$ cat src/rtl/hazard_fwd_unit.sv
// rtl/hazard_fwd_unit.sv - ID-stage data-hazard and operand forwarding controller
// Optional feature macro: HAZ_PERF_EN (adds the stall_cycles counter port)
module hazard_fwd_unit #(
  parameter int REG_AW   = 5,
  parameter int NUM_SRC  = 2,
  parameter int LOAD_LAT = 1
) (
  input  logic                      clk,
  input  logic                      rst_n,
  input  logic [NUM_SRC*REG_AW-1:0] src_addr,
  input  logic [NUM_SRC-1:0]        src_used,
  input  logic [REG_AW-1:0]         ex_rd,
  input  logic                      ex_we,
  input  logic                      ex_load,
  input  logic [REG_AW-1:0]         mem_rd,
  input  logic                      mem_we,
  input  logic [REG_AW-1:0]         wb_rd,
  input  logic                      wb_we,
  input  logic                      mem_busy,
  input  logic                      flush,
  output logic [2*NUM_SRC-1:0]      fwd_sel,
  output logic                      stall,
  output logic                      nop
`ifdef HAZ_PERF_EN
  ,
  output logic [31:0]               stall_cycles
`endif
);

  localparam logic [1:0] ST_RUN   = 2'd0;
  localparam logic [1:0] ST_LWAIT = 2'd1;
  localparam logic [3:0] LAT_M1   = 4'(LOAD_LAT - 1);

  logic [1:0]           state, state_d;
  logic [3:0]           cnt, cnt_d;
  logic [NUM_SRC-1:0]   m_ex, m_mem, m_wb;
  logic [2*NUM_SRC-1:0] fwd_raw;
  logic                 luse;
  logic                 stall_raw, nop_raw;

  // Per-operand match against each later stage; GR0 and unread operands never match
  for (genvar i = 0; i < NUM_SRC; i++) begin : g_src
    logic [REG_AW-1:0] a;
    logic              v;
    assign a = src_addr[i*REG_AW +: REG_AW];
    assign v = src_used[i] && (a != '0);
    assign m_ex[i]  = v && ex_we  && (a == ex_rd);
    assign m_mem[i] = v && mem_we && (a == mem_rd);
    assign m_wb[i]  = v && wb_we  && (a == wb_rd);
    // Youngest producer wins
    assign fwd_raw[2*i +: 2] = m_ex[i]  ? 2'b01 :
                               m_mem[i] ? 2'b10 :
                               m_wb[i]  ? 2'b11 : 2'b00;
  end

  assign luse = ex_load && ex_we && (|m_ex);

  // Stall/bubble decode: flush beats mem_busy beats load wait beats new load-use
  always_comb begin
    stall_raw = 1'b0;
    nop_raw   = 1'b0;
    if (flush) begin
      nop_raw = 1'b1;
    end else if (mem_busy) begin
      stall_raw = 1'b1;
    end else if (state == ST_LWAIT || luse) begin
      stall_raw = 1'b1;
      nop_raw   = 1'b1;
    end
  end

  // Outputs are held at zero while reset is asserted, independent of the clock
  assign stall   = rst_n & stall_raw;
  assign nop     = rst_n & nop_raw;
  assign fwd_sel = rst_n ? fwd_raw : '0;

  // Next-state: the remaining load bubbles are counted in cnt while in LWAIT
  always_comb begin
    state_d = state;
    cnt_d   = cnt;
    if (flush) begin
      state_d = ST_RUN;
      cnt_d   = 4'd0;
    end else if (!mem_busy) begin
      case (state)
        ST_RUN: begin
          if (luse && (LOAD_LAT > 1)) begin
            state_d = ST_LWAIT;
            cnt_d   = LAT_M1;
          end
        end
        ST_LWAIT: begin
          cnt_d = cnt - 4'd1;
          if (cnt == 4'd1) state_d = ST_RUN;
        end
        default: begin
          state_d = ST_RUN;
          cnt_d   = 4'd0;
        end
      endcase
    end
  end

  // State and counter registers
  always_ff @(posedge clk or negedge rst_n) begin
    if (!rst_n) begin
      state <= ST_RUN;
      cnt   <= 4'd0;
    end else begin
      state <= state_d;
      cnt   <= cnt_d;
    end
  end

`ifdef HAZ_PERF_EN
  // Saturating count of stalled cycles
  always_ff @(posedge clk or negedge rst_n) begin
    if (!rst_n) begin
      stall_cycles <= 32'd0;
    end else if (stall && (stall_cycles != 32'hFFFF_FFFF)) begin
      stall_cycles <= stall_cycles + 32'd1;
    end
  end
`endif

endmodule

$ cat config.mk
export PLATFORM = sky130hd
export DESIGN_NAME = hazard_fwd_unit
export DESIGN_NICKNAME = d
export VERILOG_FILES = /design/src/rtl/hazard_fwd_unit.sv
export SDC_FILE = /design/constraint.sdc
export NUM_CORES = 1
export LEC_CHECK = 0
export ABC_AREA = 1
export BUFFER_PORTS_ARGS = -buffer_cell sky130_fd_sc_hd__buf_2
export CAP_MARGIN = 20
export CORE_MARGIN = 2
export CORE_UTILIZATION = 44
export DETAILED_ROUTE_END_ITERATION = 12
export PLACE_DENSITY_LB_ADDON = 0.05
export SKIP_LAST_GASP = 1
export SLEW_MARGIN = 20
export SYNTH_ARGS = -nofsm -noshare
export SYNTH_HDL_FRONTEND = slang
export SYNTH_SLANG_ARGS = --single-unit
$ cat constraint.sdc
create_clock -name clk -period 1.2 [get_ports clk]
set_input_delay 0.18 -clock clk [delete_from_list [all_inputs] [get_ports clk]]
set_output_delay 0.18 -clock clk [all_outputs]
set_load 0.02 [all_outputs]
==> key figures, run 1 <==
Synth
  • Post-synth net total: 151
  • Mux cell area share after synthesis: 0%
  • Synth Area in Adders: 0%
  • Mapped cell area: 591.8 um^2
  • Avg Inst Size Synth: 5.102 um^2
  • Largest family of logic cells by synthesized area: simple AND/OR/NAND/NOR gates
  • Share of the yosys chip area belonging to registers: 0%
  • Syn. warnings: 0
  • Synth Area in XOR/XNOR: around 25%
  • Syn Inst Count: between 100 and 150
  • Synth Area in Simple Gates: 47.78%
  • Post-synthesis compound-gate area fraction: 13.11%
  • Post-synth cell types: 16

Power
  • Peak VDD IR: 0.2168 mV
  • Switching share of power: 50.58%
  • Internal power: 0.0001739 W
  • Switching Power: 0.0001780 W
  • Clk pwr share: 0%
  • Seq pwr share: 0%
  • Power share of the combinational group: 100.0%
  • Pwr Density: roughly 330 nW/um^2
  • Pleak: 0.5617 nW

STA
  • Minimum clock period: 1.418 ns
  • Setup_tns: -0.9073 ns
  • Endpoints failing hold: 0
  • Fin crit share: 118.2%
  • Final setup vio count: 6
  • Relative slew slack: 85.94%
  • Fmax: 0.7051 GHz
  • Slew Viols, Final: 0
  • RSZ-0062 raised after global routing: true
  • Worst-Margin Slew: between 0.2 and 0.25 ns
  • Post-route setup slack: -0.2182 ns

Min path
  • Hold WC Path Type: in -> out
  • Hold depth: 4
  • Hold path start: flush

Layout
  • Sequential cell count: 0
  • Nets: around 200
  • Layout cell share with drive strength beyond 1: 54.94%
  • Multi-input gate area: ~610 um^2
  • Fill cell count: between 80 and 90
  • Sequential cell area: 0 um^2
  • Final antenna diode count: 0
  • P&R area growth vs syn: 82.66%
  • Finished Cell Area: 1081 um^2
  • Final Non-Filler Cells: 177
  • Clk_buf instances: 0

Routing
  • Vias: 893
  • DRT Wirelength: about 2100 um
  • Detail Route Antenna Nets: 0
  • DRC: 0
  • Mean routed wirelength per cell: 12.00 um
  • First-pass DRT Iterations: 4
  • Vias per cell: between 5 and 6
  • DRT iter0 DRCs: 14

Floorplan
  • Row cnt: 13
  • Core area: 1285 um^2
  • Chip width: 40.68 um
  • Die H: 40.68 um
  • Initial core utilization: approximately 46%
  • I/O Pins: 41
  • DIE AREA: about 1700 um^2

Place
  • IO Port Bufs: 40
  • Placed cell area: 840.8 um^2
  • Worst slack, placed: -0.1997 ns
  • GPL Wtd Cong: 0.8355
  • Hpwl dp: 1450 um
  • Dpl cells: 174

Global route
  • First-pass GRT wire length: 3270 um
  • Largest net degree at the start of global routing: 6
  • Vias in the first global route: 810
  • Initial antenna violation count: 0
  • Total congestion overflow: 0
  • GRT Total Usage: 29.13%

Worst setup path
  • Worst EP arrival: ~1.2 ns
  • Worst Setup SP: src_addr[4]
  • Critical path capture point type: primary output
  • CP max FO: 4
  • CP Class: in -> out
  • CP required: 1.02 ns
  • Startpoint Class: input pin

Status
  • Failing checks: setup timing
  • Outcome: finished, violations left

Clocking
  • Post-CTS Hold Fix Bufs: 0

Run
  • Max_cap viols: 0
through the flow:
step / utilization [%] / hold slack, ns / total power, W
6_report: 84.13 / 0.7071 / 0.0003519
5_1_grt: 84.13 / 0.7522 / 0.0003828
4_1_cts: 78.48 / 0.7181 / 0.0003199
3_3_place_gp: 65.43 / 0.7194 / 0.0002566
3_5_place_dp: 65.43 / 0.7198 / 0.0002601
2_1_floorplan: - / 0.4760 / 0.0001374
worst max-delay path: stages:
cell and delay (ns):
buf_8 0.10, buf_4 0.12, xor2_1 0.13, nor2_1 0.17
nand4_1 0.18, nand3_2 0.14, a21oi_4 0.07, buf_6 0.13
worst paths after layout:
check,slack [ns],end
setup / recovery,-0.22,fwd_sel[0]
hold / removal,0.71,nop
kinds of logic after synthesis:
| group | Yosys count |
|---|---|
| AOI/OAI and AO/OA | 14 |
| buffers and inverters | 22 |
| xor gates and xnor gates | 17 |
| and+or+nand+nor | 63 |
area by class of cell:
| class | instances | area share [%] |
|---|---|---|
| multi-input combinational | 94 | 56.48 |
| timing repair buffer | 46 | 33.68 |
| inverter | 22 | 8.102 |
| tap | 15 | 1.736 |
Yosys cell counts:
library cell  number  area [um^2]
a21oi_1            8        40.04
a21oi_2            2        17.52
inv_1             17        63.81
inv_2              5        18.77
nand2_1           33        123.9
nand2_2            1        6.260
nand3_1           10        50.05
nand3_2            3        30.03
nand4_1            2        12.51
nor2_1            10        37.54
nor2_2             1        6.260
nor3_1             2        10.01
o21ai_0            4        20.02
or2_2              1        6.260
xnor2_1            9        78.83
xor2_1             8        70.07
timing repair:
action | CTS | global route
endpoints found under the hold margin | 0 | 0
buffers inserted | 2 | 1
endpoints found under the setup margin | 6 | 6
pin swaps | 29 | 19
gates resized for setup | 47 | 22
cell usage in the layout (no fill, tap or decap):
cell / instances
nand2_1: 29
buf_2: 20
buf_4: 13
inv_2: 12
inv_1: 9
buf_6: 9
xor2_1: 8
nand3_1: 7
nor2_1: 6
nand3_2: 6
a21oi_2: 6
xnor2_1: 5
nor2_2: 5
nand2_2: 5
xnor2_2: 4
a21oi_1: 3
buf_8: 3
nor3_2: 2
o21ai_1: 2
o21ai_0: 2
nand4_1: 2
or2_2: 1
inv_6: 1
a21oi_4: 1
buf_12: 1
power groups by stage:
stage          Sequential, W  Combinational [W]  Clock, W
2_1_floorplan              0           0.000137         0
3_3_place_gp               0           0.000257         0
3_5_place_dp               0           0.000260         0
4_1_cts                    0           0.000320         0
5_1_grt                    0           0.000383         0
6_report                   0           0.000352         0
metal layers:
layer / global-route usage (%) / part of all wire (%) / vias up / wire length [um]
met5: 0 / 0 / - / 0
met4: 5.833 / 1.4 / 0 / 29
met3: 3.804 / 4.9 / 4 / 105
met2: 57.94 / 55 / 31 / 1168
met1: 32.04 / 39 / 403 / 821
li1: - / - / 455 / -
(Power assumes the default switching activity.)
==> inputs of run 2 (changes only) <==
--- a/config.mk
+++ b/config.mk
@@ -12,8 +12,8 @@
 export CORE_UTILIZATION = 44
 export DETAILED_ROUTE_END_ITERATION = 12
 export PLACE_DENSITY_LB_ADDON = 0.05
+export REMOVE_ABC_BUFFERS = 1
 export SKIP_LAST_GASP = 1
-export SLEW_MARGIN = 20
 export SYNTH_ARGS = -nofsm -noshare
 export SYNTH_HDL_FRONTEND = slang
 export SYNTH_SLANG_ARGS = --single-unit
==> run 2 against run 1 <==
  * Highest routed layer unchanged
  * Fmax is 3.9% lower
  * The flow still finishes with violations (setup timing)
  * Via count up 14%
  * Utilization grew 6.6 points
  * Die area stayed put
  * Worst setup slack worse by 0.057 ns
  * Largest cell class unchanged
==> key figures, run 2 (same netlist as run 1, synthesis figures left out) <==
Power
  • Switching Power: 0.0002146 W (+21%)
  • Peak VDD IR: 0.2470 mV (+14%)
  • Pleak: 0.6031 nW (+7.4%)
  • Switching share of power: 52.18% (+1.6 points)
  • Pwr Density: 352.6 nW/um^2 (+8.3%)
  • Power share of the combinational group: 100.0% (about the same)
  • Clk pwr share: 0% (unchanged)
  • Seq pwr share: 0% (unchanged)
  • Internal power: 0.0001966 W (+13%)

Place
  • IO Port Bufs: 40 (unchanged)
  • Worst slack, placed: -0.2244 ns (-0.02466 ns)
  • Placed cell area: 833.3 um^2 (-0.89%)
  • GPL Wtd Cong: 0.8403 (+0.57%)
  • Hpwl dp: 1398 um (-3.6%)

Global route
  • Total congestion overflow: 0 (unchanged)
  • First-pass GRT wire length: 2725 um (-17%)
  • GRT Total Usage: 23.60% (-5.5 points)
  • Vias in the first global route: 728 (-10%)
  • Largest net degree at the start of global routing: 6 (unchanged)
  • Initial antenna violation count: 0 (unchanged)

Floorplan
  • I/O Pins: 41 (unchanged)
  • Initial core utilization: 46.06% (unchanged)
  • Row cnt: 13 (unchanged)
  • DIE AREA: 1654 um^2 (unchanged)
  • Die H: 40.68 um (unchanged)
  • Chip width: 40.68 um (unchanged)
  • Core area: 1285 um^2 (unchanged)

Layout
  • Most frequent cells in the layout: 28 x nand2_1, 16 x buf_6, 15 x buf_2
  • Nets: 199 (unchanged)
  • Utilization after layout: 90.75% (+6.6 points)
  • Most common cell after layout, fill and taps aside: nand2_1
  • Clk_buf instances: 0 (unchanged)
  • Sequential cell count: 0 (unchanged)
  • Fill cell count: 60 (-33%)
  • Finished Cell Area: 1166 um^2 (+7.9%)
  • Multi-input gate area: 639.4 um^2 (+4.7%)
  • Sequential cell area: 0 um^2 (unchanged)
  • Final antenna diode count: 0 (unchanged)
  • Layout cell share with drive strength beyond 1: 58.02% (+3.1 points)
  • P&R area growth vs syn: 97.04%

STA
  • Fmax: 0.6778 GHz (-3.9%)
  • Slew Viols, Final: 0 (unchanged)
  • WHS: 0.7261 ns (+0.01894 ns)
  • RSZ-0062 raised after global routing: true
  • Minimum clock period: 1.475 ns (+0.05719 ns)
  • Final setup vio count: 6 (unchanged)
  • Relative slew slack: 82.21% (-3.7 points)
  • Worst-Margin Slew: 0.2659 ns (+0.05517 ns)
  • Fin crit share: 122.9% (+4.8 points)
  • Post-route setup slack: -0.2754 ns (-0.05719 ns)
  • Endpoints failing hold: 0 (unchanged)

Routing
  • DRC: 0 (unchanged)
  • DRT iter0 DRCs: 41 (+27)
  • First-pass DRT Iterations: 4 (unchanged)
  • Mean routed wirelength per cell: 17.29 um (+44%)
  • Detail Route Antenna Nets: 0 (unchanged)
  • DRT Wirelength: 3060 um (+44%)
  • Vias: 1016 (+14%)
  • Vias per cell: 5.740 (+14%)

Worst setup path
  • Worst EP arrival: 1.30 ns (+0.06 ns)
  • Startpoint Class: input pin
  • CP Class: in -> out
  • CP required: 1.02 ns (about the same)
  • CP max FO: 3 (-1)
  • Critical path capture point type: primary output

Status
  • Outcome: finished, violations left
  • Failing checks: setup timing

Min path
  • Hold WC Path Type: in -> out

Run
  • Max_cap viols: 0 (unchanged)
-- run 2: cell counts in the layout (fill, tap and decap cells not counted) --
No cell type changed its count.
-- run 2: metrics by stage --
stage | std cells | TNS [ns] | power (W)
2_1_floorplan | 116 | -0.009862 | 0.0001359
3_3_place_gp | 174 | -0.8388 | 0.0002550
3_5_place_dp | 174 | -0.9245 | 0.0002579
4_1_cts | 175 | -0.6071 | 0.0003106
5_1_grt | 177 | -1.821 | 0.0004329
6_report | 177 | -1.366 | 0.0004112
-- run 2: worst paths after layout --
path	from	to	slack, ns	cells after the start
max	ex_rd[2]	nop	-0.28	8
min	rst_n	fwd_sel[1]	0.73	4
-- run 2: final cells by class --
class | instances | area share [%]
Multi-Input combinational cell | 94 | 54.83
Timing Repair Buffer | 46 | 35.84
Inverter | 22 | 7.725
Tap cell | 15 | 1.609
-- run 2: repair_timing --
| action | CTS | global route |
|---|---|---|
| hold buffers | 0 | 0 |
| buffers inserted | 1 | 2 |
| setup endpoints to repair | 6 | 6 |
| resized for setup | 43 | 49 |
| pin swaps | 27 | 33 |
-- run 2: worst max-delay path, stage by stage --
cell and delay (ns):
buf_6 0.10, xor2_1 0.18, nor2_1 0.20, nand3_2 0.14, nand2_2 0.10, nand3_2 0.08
a21oi_2 0.18, buf_6 0.14
-- run 2: routing by layer --
metal  vias to the layer above  GRT usage (%)  part of all wire (%)
met2                        72          47.62                    53
met5                         -              0                     0
met4                         0          4.167                   6.5
li1                        457              -                     -
met3                        26         0.5435                   5.9
met1                       461          27.10                    34
-- run 2: power by group through the flow --
stage / combinational [W] / clock (W) / sequential [W]
6_report: 0.000411 / 0 / 0
5_1_grt: 0.000433 / 0 / 0
4_1_cts: 0.000311 / 0 / 0
3_5_place_dp: 0.000258 / 0 / 0
3_3_place_gp: 0.000255 / 0 / 0
2_1_floorplan: 0.000136 / 0 / 0
